[config.mk]
export PLATFORM = sky130hd
export DESIGN_NAME = forward_sel_unit
export DESIGN_NICKNAME = d
export VERILOG_FILES = /design/src/rtl/forward_sel_unit_pkg.sv /design/src/rtl/forward_sel_unit_fwd_match.sv /design/src/rtl/forward_sel_unit.sv
export SDC_FILE = /design/constraint.sdc
export NUM_CORES = 1
export LEC_CHECK = 0
export ABC_AREA = 1
export BUFFER_PORTS_ARGS = -buffer_cell sky130_fd_sc_hd__buf_2
export CAP_MARGIN = 25
export CORE_MARGIN = 2
export CORE_UTILIZATION = 25
export DETAILED_ROUTE_END_ITERATION = 10
export SETUP_SLACK_MARGIN = 0.05
export SYNTH_ARGS = -nofsm -noshare
export SYNTH_HDL_FRONTEND = slang
export SYNTH_HIERARCHICAL = 1
export SYNTH_SLANG_ARGS = --single-unit
export TNS_END_PERCENT = 100
[constraint.sdc]
create_clock -name clk -period 1.95 [get_ports clk]
set_input_delay 0.39 -clock clk [delete_from_list [all_inputs] [get_ports clk]]
set_output_delay 0.39 -clock clk [all_outputs]
set_load 0.02 [all_outputs]
[src/rtl/forward_sel_unit_pkg.sv]
`default_nettype none
// ============================================================================
// Module      : forward_sel_unit_pkg
// Description : Shared definitions for the forwarding-select unit. Holds the
//               operand-mux select encoding, the shadow-stage record, and
//               the priority helper that turns stage hits into a select code.
// Revision    : 1.0 - initial release
// ============================================================================
package forward_sel_unit_pkg;

  // Widest register address the shadow record can hold. Narrower address
  // buses are zero-extended into this field, which keeps the record type
  // independent of the top-level REG_ADDR_W parameter.
  localparam int MAX_REG_ADDR_W = 16;

  // Operand-mux select encoding seen by the EX-stage 3-input muxes.
  // 2'b11 is never produced.
  localparam logic [1:0] FWD_RF    = 2'b00;  // register-file read value
  localparam logic [1:0] FWD_EXMEM = 2'b01;  // EX/MEM ALU result
  localparam logic [1:0] FWD_MEMWB = 2'b10;  // MEM/WB writeback data

  // One shadow pipeline stage: the destination register and what kind of
  // write the instruction in that stage will perform.
  typedef struct packed {
    logic [MAX_REG_ADDR_W-1:0] rd;
    logic                      wr_en;
    logic                      is_load;
  } shadow_stage_t;

  // An empty slot: no write, no load.
  localparam shadow_stage_t SHADOW_BUBBLE = '{rd: '0, wr_en: 1'b0, is_load: 1'b0};

  // Map the two producer hits to a select code. The newer producer (the one
  // one stage ahead of the consumer) always wins.
  function automatic logic [1:0] fwd_select(input logic hit_newer, input logic hit_older);
    logic [1:0] sel;
    sel = FWD_RF;
    if (hit_newer) begin
      sel = FWD_EXMEM;
    end else if (hit_older) begin
      sel = FWD_MEMWB;
    end
    return sel;
  endfunction

endpackage : forward_sel_unit_pkg
`default_nettype wire

[src/rtl/forward_sel_unit_fwd_match.sv]
`default_nettype none
// ============================================================================
// Module      : fwd_match
// Description : Combinational dependency comparator. Reports whether a
//               consumer's source register is written by a producer stage.
//               Register 0 never matches, so it is never forwarded.
// Revision    : 1.0 - initial release
// ============================================================================
module fwd_match #(
  parameter int ADDR_W = 16
) (
  input  logic [ADDR_W-1:0] src_addr_i,   // consumer source register
  input  logic              src_used_i,   // consumer actually reads it
  input  logic [ADDR_W-1:0] dst_addr_i,   // producer destination register
  input  logic              dst_wr_en_i,  // producer writes its destination
  output logic              match_o
);

  logic w_addr_eq;
  logic w_addr_nonzero;

  assign w_addr_eq      = (src_addr_i == dst_addr_i);
  assign w_addr_nonzero = (src_addr_i != '0);

  assign match_o = src_used_i & dst_wr_en_i & w_addr_eq & w_addr_nonzero;

endmodule : fwd_match
`default_nettype wire

[src/rtl/forward_sel_unit.sv]
`default_nettype none
// ============================================================================
// Module      : forward_sel_unit
// Description : Forwarding-select and load-use hazard unit for a 5-stage
//               pipeline. Tracks destination registers of the instructions
//               in ID/EX, EX/MEM and MEM/WB in shadow stages, produces
//               registered operand-mux selects for the instruction entering
//               EX, raises a combinational stall on a load-use dependency and
//               counts stall cycles with saturation.
// Revision    : 1.0 - initial release
// ============================================================================
module forward_sel_unit
  import forward_sel_unit_pkg::*;
#(
  parameter int REG_ADDR_W = 5,
  parameter int CNT_W      = 16
) (
  input  logic                  clk,
  input  logic                  rst,
  input  logic                  id_valid,
  input  logic [REG_ADDR_W-1:0] id_rs,
  input  logic [REG_ADDR_W-1:0] id_rt,
  input  logic                  id_use_rs,
  input  logic                  id_use_rt,
  input  logic [REG_ADDR_W-1:0] id_rd,
  input  logic                  id_wr_en,
  input  logic                  id_is_load,
  input  logic                  ex_flush,
  output logic [1:0]            ex_sel_a,
  output logic [1:0]            ex_sel_b,
  output logic                  stall,
  output logic [CNT_W-1:0]      stall_count
);

  // --------------------------------------------------------------------------
  // State
  // --------------------------------------------------------------------------
  shadow_stage_t    idex_q,  idex_d;
  shadow_stage_t    exmem_q;
  shadow_stage_t    memwb_q;
  logic [1:0]       sel_a_q, sel_a_d;
  logic [1:0]       sel_b_q, sel_b_d;
  logic [CNT_W-1:0] cnt_q,   cnt_d;

  // --------------------------------------------------------------------------
  // ID-stage addresses widened to the shadow-record width
  // --------------------------------------------------------------------------
  logic [MAX_REG_ADDR_W-1:0] w_id_rs;
  logic [MAX_REG_ADDR_W-1:0] w_id_rt;
  logic [MAX_REG_ADDR_W-1:0] w_id_rd;

  // Zero-extend the ID addresses so they compare directly against shadow rd.
  always_comb begin
    w_id_rs = '0;
    w_id_rt = '0;
    w_id_rd = '0;
    w_id_rs[REG_ADDR_W-1:0] = id_rs;
    w_id_rt[REG_ADDR_W-1:0] = id_rt;
    w_id_rd[REG_ADDR_W-1:0] = id_rd;
  end

  // --------------------------------------------------------------------------
  // Dependency comparators. Compared now against ID/EX and EX/MEM, these are
  // the producers that will sit in EX/MEM and MEM/WB respectively once the
  // ID instruction has moved into EX.
  // --------------------------------------------------------------------------
  logic w_rs_hit_idex;
  logic w_rt_hit_idex;
  logic w_rs_hit_exmem;
  logic w_rt_hit_exmem;

  fwd_match #(.ADDR_W(MAX_REG_ADDR_W)) u_match_rs_exmem (
    .src_addr_i  (w_id_rs),
    .src_used_i  (id_use_rs),
    .dst_addr_i  (idex_q.rd),
    .dst_wr_en_i (idex_q.wr_en),
    .match_o     (w_rs_hit_idex)
  );

  fwd_match #(.ADDR_W(MAX_REG_ADDR_W)) u_match_rt_exmem (
    .src_addr_i  (w_id_rt),
    .src_used_i  (id_use_rt),
    .dst_addr_i  (idex_q.rd),
    .dst_wr_en_i (idex_q.wr_en),
    .match_o     (w_rt_hit_idex)
  );

  fwd_match #(.ADDR_W(MAX_REG_ADDR_W)) u_match_rs_memwb (
    .src_addr_i  (w_id_rs),
    .src_used_i  (id_use_rs),
    .dst_addr_i  (exmem_q.rd),
    .dst_wr_en_i (exmem_q.wr_en),
    .match_o     (w_rs_hit_exmem)
  );

  fwd_match #(.ADDR_W(MAX_REG_ADDR_W)) u_match_rt_memwb (
    .src_addr_i  (w_id_rt),
    .src_used_i  (id_use_rt),
    .dst_addr_i  (exmem_q.rd),
    .dst_wr_en_i (exmem_q.wr_en),
    .match_o     (w_rt_hit_exmem)
  );

  // --------------------------------------------------------------------------
  // Load-use hazard. A load in ID/EX has no data until the end of MEM, so a
  // dependent instruction must wait one cycle and then take the MEM/WB path.
  // The comparator already excludes r0 and non-writing producers. A flush
  // squashes the ID instruction, so there is nothing to stall for.
  // --------------------------------------------------------------------------
  logic w_stall;
  logic w_issue;

  assign w_stall = id_valid & ~ex_flush & idex_q.is_load & (w_rs_hit_idex | w_rt_hit_idex);
  assign w_issue = id_valid & ~w_stall & ~ex_flush;

  // Next ID/EX contents and selects for the instruction entering EX.
  always_comb begin
    idex_d  = SHADOW_BUBBLE;
    sel_a_d = FWD_RF;
    sel_b_d = FWD_RF;
    if (w_issue) begin
      idex_d.rd      = w_id_rd;
      idex_d.wr_en   = id_wr_en;
      idex_d.is_load = id_is_load;
      sel_a_d        = fwd_select(w_rs_hit_idex, w_rs_hit_exmem);
      sel_b_d        = fwd_select(w_rt_hit_idex, w_rt_hit_exmem);
    end
  end

  // Saturating stall-cycle counter next value.
  always_comb begin
    cnt_d = cnt_q;
    if (w_stall && (cnt_q != {CNT_W{1'b1}})) begin
      cnt_d = cnt_q + {{(CNT_W-1){1'b0}}, 1'b1};
    end
  end

  // Shadow pipeline, select registers and stall counter.
  always_ff @(posedge clk) begin
    if (rst) begin
      idex_q  <= SHADOW_BUBBLE;
      exmem_q <= SHADOW_BUBBLE;
      memwb_q <= SHADOW_BUBBLE;
      sel_a_q <= FWD_RF;
      sel_b_q <= FWD_RF;
      cnt_q   <= '0;
    end else begin
      idex_q  <= idex_d;
      exmem_q <= idex_q;
      memwb_q <= exmem_q;
      sel_a_q <= sel_a_d;
      sel_b_q <= sel_b_d;
      cnt_q   <= cnt_d;
    end
  end

  // The register file writes before it reads, so the MEM/WB occupant is
  // already visible through the register-file path; it is tracked only to
  // keep the shadow pipeline complete. Likewise a load in EX/MEM needs no
  // special handling. These bits are intentionally unconsumed.
  logic w_unused_ok;
  assign w_unused_ok = ^{memwb_q, exmem_q.is_load};

  // --------------------------------------------------------------------------
  // Outputs
  // --------------------------------------------------------------------------
  assign ex_sel_a    = sel_a_q;
  assign ex_sel_b    = sel_b_q;
  assign stall       = w_stall;
  assign stall_count = cnt_q;

endmodule : forward_sel_unit
`default_nettype wire

Word level (Yosys, flattened, before mapping)
Index checks and enable logic that the tools add are counted.
W data, S select, Z words.
{"block": "op_classes", "add_sub_neg": 1, "eq_ne": 5, "n_mux": 4, "bitwise_logic": 21, "n_reduce_logical": 6}
{"op": "$eq A5 B16 Y1", "count": 4}
{"op": "$reduce_bool A16 Y1", "count": 2}
{"op": "$and A1 B1 Y1", "count": 17}
{"op": "$add A16 B1 Y16 const B", "count": 1}
{"op": "$ne A16 B16 Y1 const B", "count": 1}
{"op": "$reduce_or A3 Y1", "count": 2}
{"op": "$mux W2", "count": 2}
{"op": "$not A1 Y1", "count": 3}
{"op": "$mux W1", "count": 2}
{"op": "$reduce_or A2 Y1", "count": 1}
{"op": "$logic_and A1 B1 Y1", "count": 1}
{"op": "$or A1 B1 Y1", "count": 1}
{"block": "word_totals", "register_bits": 55, "inputBits": 23, "output_inout_bits": 21, "word_cells": 48}

Logic depth before layout (Yosys ltp)
{"block": "depth", "word_depth": 10, "depth_mapped": 16, "depth_no_buf": 16}

Hierarchy
Netlist, hierarchy kept.
{"module": "fwd_match", "n_inst": 4, "cells_each": 95, "area_each_um2": 371.6, "seq_area_each_um2": 0.0}
{"module": "forward_sel_unit", "n_inst": 1, "cells_each": 203, "area_each_um2": 1447.6, "seq_area_each_um2": 660.6}

Worst setup path before layout
OpenSTA, ideal clock, no wires.
{"block": "synth_timing", "path_type": "in2reg", "from": "input port id_use_rt", "to": "register sel_a_q[0], in the netlist ex_sel_a[0]", "setup_time_ns": 0.116, "arrival_time_ns": 1.653, "required_time_ns": 1.834, "slack_ns": 0.181, "stages": 14, "path_buffers": 1, "cell_sequence": "nand2_1 inv_1 nand2_1 nor2_1 nand2_1 nor2_1 nand2_1 nor2_2 nor2_1 nor2_4 inv_1 nand4_1 buf_2 nor2_1"}
{"block": "synth_between", "elab_chain_len": 10}
{"item": "from (decl)", "line": "forward_sel_unit.sv:24", "source": "input logic id_use_rt,"}
{"item": "$and A1 B1 Y1 (3 in a row)", "line": "forward_sel_unit_fwd_match.sv:25", "source": "assign match_o = src_used_i & dst_wr_en_i & w_addr_eq & w_addr_nonzero;"}
{"item": "net w_rt_hit_idex", "line": "forward_sel_unit.sv:68", "source": "logic w_rt_hit_idex;"}
{"item": "$or A1 B1 Y1", "line": "forward_sel_unit.sv:113", "source": "assign w_stall = id_valid & ~ex_flush & idex_q.is_load & (w_rs_hit_idex | w_rt_hit_idex);"}
{"item": "$and A1 B1 Y1", "line": "forward_sel_unit.sv:113"}
{"item": "net stall", "line": "forward_sel_unit.sv:31", "source": "output logic stall,"}
{"item": "$not A1 Y1", "line": "forward_sel_unit.sv:114", "source": "assign w_issue = id_valid & ~w_stall & ~ex_flush;"}
{"item": "$and A1 B1 Y1 (2 in a row)", "line": "forward_sel_unit.sv:114"}
{"item": "$not A1 Y1 (no source line)"}
{"item": "$reduce_or A2 Y1 (no source line)"}
{"item": "to (signal assigned)", "line": "forward_sel_unit.sv:151", "source": "sel_a_q <= sel_a_d;"}
{"item": "to (decl)", "line": "forward_sel_unit.sv:41", "source": "logic [1:0] sel_a_q, sel_a_d;"}
The timed path passes the listed nets, and every way through them passes these cells.
A chain may end at the register's enable or synchronous reset.

Final worst setup path
{"block": "layout_timing", "from": "register idex_q[1] (netlist name)", "to": "output port stall"}
{"block": "layout_between", "elab_chain_len": 5, "word_cells_on_any_way": 8, "cone_classes": "8 x bitwise"}
{"item": "from (decl)", "line": "forward_sel_unit.sv:38", "source": "shadow_stage_t idex_q, idex_d;"}
{"item": "from (signal assigned)", "line": "forward_sel_unit.sv:148", "source": "idex_q <= idex_d;"}
{"item": "$and A1 B1 Y1 (3 in a row)", "line": "forward_sel_unit_fwd_match.sv:25"}
{"item": "net w_rs_hit_idex", "line": "forward_sel_unit.sv:67", "source": "logic w_rs_hit_idex;"}
{"item": "$or A1 B1 Y1", "line": "forward_sel_unit.sv:113"}
{"item": "$and A1 B1 Y1", "line": "forward_sel_unit.sv:113"}
{"item": "to (decl)", "line": "forward_sel_unit.sv:31"}
The timed path passes the listed nets, and every way through them passes these cells.

==> metrics.txt <==
# TYPE chip_impl_metric gauge
chip_impl_info{name="status",value="finished, final reports clean"} 1
chip_impl_metric{name="core-area",unit="sq um"} 11420
chip_impl_metric{name="finalCritPeriodShare",unit=""} 0.9794
chip_impl_metric{name="netlist_area",unit="sq um"} 2934
chip_impl_info{name="worstSetupPathType",value="reg2out"} 1
chip_impl_info{name="setup.worst_path.start_class",value="flip-flop"} 1
chip_impl_metric{name="fraction_of_synthesized_cell_area_in_xor_and_xnor_cells",unit=""} 0.002985
chip_impl_metric{name="synth-seq-area-share",unit=""} 0.2252
chip_impl_metric{name="timing.clock.skew",unit="ns"} 0.006433
chip_impl_info{name="synth.top_cells.by_area",value="nand2_1 25%, dfxtp_1 23%, nor2_1 17%"} 1
chip_impl_metric{name="remaining_drc_errors",unit=""} 0
chip_impl_metric{name="rows",unit=""} 39
chip_impl_metric{name="area_delta_synth_final",unit="%"} 51.22
chip_impl_metric{name="detail_route.iter0.violations",unit=""} 123
chip_impl_metric{name="final_hold_viol_count",unit=""} 0
chip_impl_metric{name="critPathRequiredTime",unit="ns"} 1.56
chip_impl_metric{name="global_route_wire_length_before_repair",unit="mm"} 11.82
chip_impl_info{name="synth_commonest_cells",value="198 x nand2_1, 136 x nor2_1, 123 x inv_1"} 1
chip_impl_metric{name="number_of_filler_cells_placed_in_the_layout",unit=""} 1301
chip_impl_metric{name="netlist.area_leader.share",unit=""} 0.2533
chip_impl_metric{name="yosysWarningCount",unit=""} 6
chip_impl_metric{name="finalSetupViolCount",unit=""} 0
chip_impl_info{name="worst_hold_path_type",value="in2reg"} 1
chip_impl_metric{name="yosys_register_bits",unit=""} 33
chip_impl_metric{name="globalplace.congestion",unit=""} 0.7919
chip_impl_metric{name="maxClockFrequency",unit="MHz"} 523.6
chip_impl_metric{name="place.port_buffers",unit=""} 43
chip_impl_metric{name="global_route.overflow_total",unit=""} 0
chip_impl_metric{name="postSynthCellCount",unit=""} 583
chip_impl_info{name="critPathMostFrequentCell",value="nand2_1"} 1
chip_impl_metric{name="htreeDepth",unit=""} 2
chip_impl_info{name="crit_chain",value="nand2_1 > inv_1 > nand2_1 > nor2_1 > nand2_1 > nor2_1 > nand2_1 > nor2_2 > nor2_2 > nor2_4 > buf_6"} 1
chip_impl_metric{name="timing.max_cap.violations",unit=""} 0
chip_impl_metric{name="routed_wl",unit="mm"} 6.684
chip_impl_info{name="cts_tree",value="yes"} 1
chip_impl_metric{name="period_minus_slack",unit="ns"} 1.910
chip_impl_metric{name="vdd_drop_max",unit="mV"} 0.2345
chip_impl_metric{name="io_pins",unit=""} 44
chip_impl_metric{name="finalPower",unit="mW"} 1.755
chip_impl_info{name="synth_top_family_by_area",value="simple AND/OR/NAND/NOR gates"} 1
chip_impl_metric{name="detail_route.wl_per_cell",unit="microns"} 6.820
chip_impl_metric{name="power.density_cell_area",unit="nW/um^2"} 395.5
chip_impl_metric{name="number_of_global_route_vias_before_repair",unit=""} 2755
chip_impl_metric{name="cts.clk_slew.worst_paths",unit="ns"} 0.05
chip_impl_metric{name="clock-sinks",unit=""} 33
chip_impl_metric{name="placement.setup.worst_slack",unit="ns"} -0.03051
chip_impl_metric{name="vias",unit=""} 3336
chip_impl_metric{name="dpl.hpwl",unit="mm"} 5.684
chip_impl_metric{name="design.die.area",unit="sq um"} 12620
chip_impl_metric{name="worst_skew_pair.late_latency",unit="ns"} 0.27
chip_impl_metric{name="synth_edf_count",unit=""} 0
chip_impl_metric{name="post_synth_num_cell_types",unit=""} 24
chip_impl_metric{name="antenna_violations_before_repair",unit=""} 0
chip_impl_metric{name="antenna_left",unit=""} 0
chip_impl_metric{name="grt.total_usage",unit=""} 0.1114
chip_impl_metric{name="cp.arrival",unit="ns"} 1.52
chip_impl_metric{name="die_y",unit="microns"} 112.3
chip_impl_info{name="post-synth-top-count-cell",value="nand2_1"} 1
chip_impl_info{name="synth_top_flop_cell",value="dfxtp_1"} 1
chip_impl_info{name="rsz_0062_raised_after_global_routing",value="true"} 1
chip_impl_metric{name="start_util",unit=""} 0.2570
chip_impl_metric{name="post-route-worst-setup-slack",unit="ns"} 0.04012
chip_impl_info{name="synth_area_leader_cell",value="nand2_1"} 1
chip_impl_metric{name="crit_path_max_incr_delay",unit="ns"} 0.34
chip_impl_metric{name="slew_viol_final",unit=""} 0
chip_impl_metric{name="synthesized_area_fraction_occupied_by_ao_oa_aoi_and_oai_cells",unit=""} 0.07463
chip_impl_metric{name="clock_buffer_count_from_cts",unit=""} 5
chip_impl_metric{name="num-nets-final",unit=""} 861
chip_impl_metric{name="die_width",unit="microns"} 112.3
chip_impl_metric{name="grt_max_degree",unit=""} 24
chip_impl_metric{name="antenna-diode-count",unit=""} 0
chip_impl_metric{name="crit_path_max_fanout",unit=""} 3
chip_impl_metric{name="power_leakage",unit="nW"} 2.334
chip_impl_metric{name="detail_route.first_pass.iterations",unit=""} 4
chip_impl_metric{name="post_synth_fa_ha_maj_area_fraction",unit=""} 0.004264
chip_impl_info{name="cts_root_buf",value="clkbuf_16"} 1
chip_impl_metric{name="proportion_of_synthesized_area_in_mux_cells",unit=""} 0
chip_impl_info{name="slowest_stage",value="dfxtp_2"} 1
chip_impl_info{name="endpoint_kind",value="output port"} 1
chip_impl_metric{name="vias_per_cell",unit=""} 3.404
chip_impl_metric{name="synth_simple_gate_area_frac",unit=""} 0.5211
chip_impl_metric{name="final_layout_size_suffix_gt1_frac",unit=""} 0.1254
chip_impl_metric{name="cts.path.max_buffers",unit=""} 2
chip_impl_metric{name="postSynthAreaPerCell",unit="sq um"} 5.033
chip_impl_metric{name="async_reset_ff_frac",unit=""} 0
[critical path: cells and delay by family (launching register included)]
family / cells / cell delay, ns
buffers and inverters: 2 / 0.19
and+or+nand+nor: 9 / 0.72
DFF: 1 / 0.34
[path summary, 6_finish.rpt]
check,cells past startpoint,slack (ns),end,startpoint
setup / recovery,11,0.04,stall,idex_q[1]
hold / removal,3,0.33,idex_q[3],id_rd[1]
setup reg to reg,17,0.15,stall_count[14],idex_q[1]
hold reg to reg,2,0.44,exmem_q[1],idex_q[1]
[cell type report]
type,instances,area (sq um),area share
Inverter,123,466.7,0.1052
Timing Repair Buffer,61,376.6,0.08488
Multi-Input combinational cell,613,2594,0.5846
Clock buffer,7,142.6,0.03215
Tap cell,143,178.9,0.04033
Sequential cell,33,678.2,0.1528
[flip-flops by register name (all words and copies together) (netlist names)]
register,flops
stall_count,16
idex_q,7
exmem_q,6
ex_sel_a,2
ex_sel_b,2
[timing repair]
| action | CTS | global route |
|---|---|---|
| gates resized for setup | 16 | 34 |
| setup endpoints to repair | 2 | 28 |
| setup buffers | 1 | 2 |
| hold buffers | 0 | 0 |
| endpoints found under the hold margin | 0 | 0 |
| pin swaps | 9 | 12 |
| cloned | 0 | 0 |
[power breakdown]
part / internal, mW / switching, mW / leakage [nW]
clock: 0.501 / 0.272 / 0.0700
combinational: 0.117 / 0.181 / 1.99
sequential: 0.677 / 0.00687 / 0.270
[logic make-up (layout without fill, tap and decap cells)]
family,count (synthesis),in the layout
buf+inv,128,191
other cells,1,192
xor+xnor,1,1
fa+ha+maj,1,1
simple gates,377,377
compound gates,42,42
flops,33,33
[through the flow]
step           utilization  cells  cell area (sq um)   TNS [ns]  hold WS [ns]
6_report            0.3886    980               4437          0        0.3330
3_5_place_dp        0.3618    970               4131   -0.04729        0.4411
3_3_place_gp        0.3618    970               4131  -0.003893        0.4357
2_1_floorplan            -    774               3651          0        0.4162
4_1_cts             0.3773    978               4308          0        0.3286
5_1_grt             0.3886    980               4437    -0.3861        0.3415
[placed cells by master, fill, tap and decap left out, types with 2 or more instances in the layout]
cell type,synthesis,routed
dfxtp_2,0,2
o21ai_1,4,7
clkbuf_16,0,5
inv_2,0,4
dfxtp_4,0,4
buf_4,1,15
nand4_1,3,3
a21oi_1,15,15
buf_6,2,3
nand3_1,27,26
nand3_2,1,2
o22ai_1,4,4
inv_1,123,118
nor2_2,5,7
nor2_1,136,126
conb_1,1,192
dfxtp_1,33,27
nor2_4,4,12
nand2_1,198,195
nand2_2,1,2
o21ai_0,18,15
buf_2,1,42
[layer usage]
layer | GRT usage | up-vias | wire length [microns]
li1 | - | 2031 | -
met1 | 0.1521 | 1265 | 3467
met2 | 0.1807 | 36 | 2913
met3 | 0.02268 | 4 | 248
met4 | 0.02764 | 0 | 54
met5 | 0 | - | 0
Power figures use the tool's default switching activity.
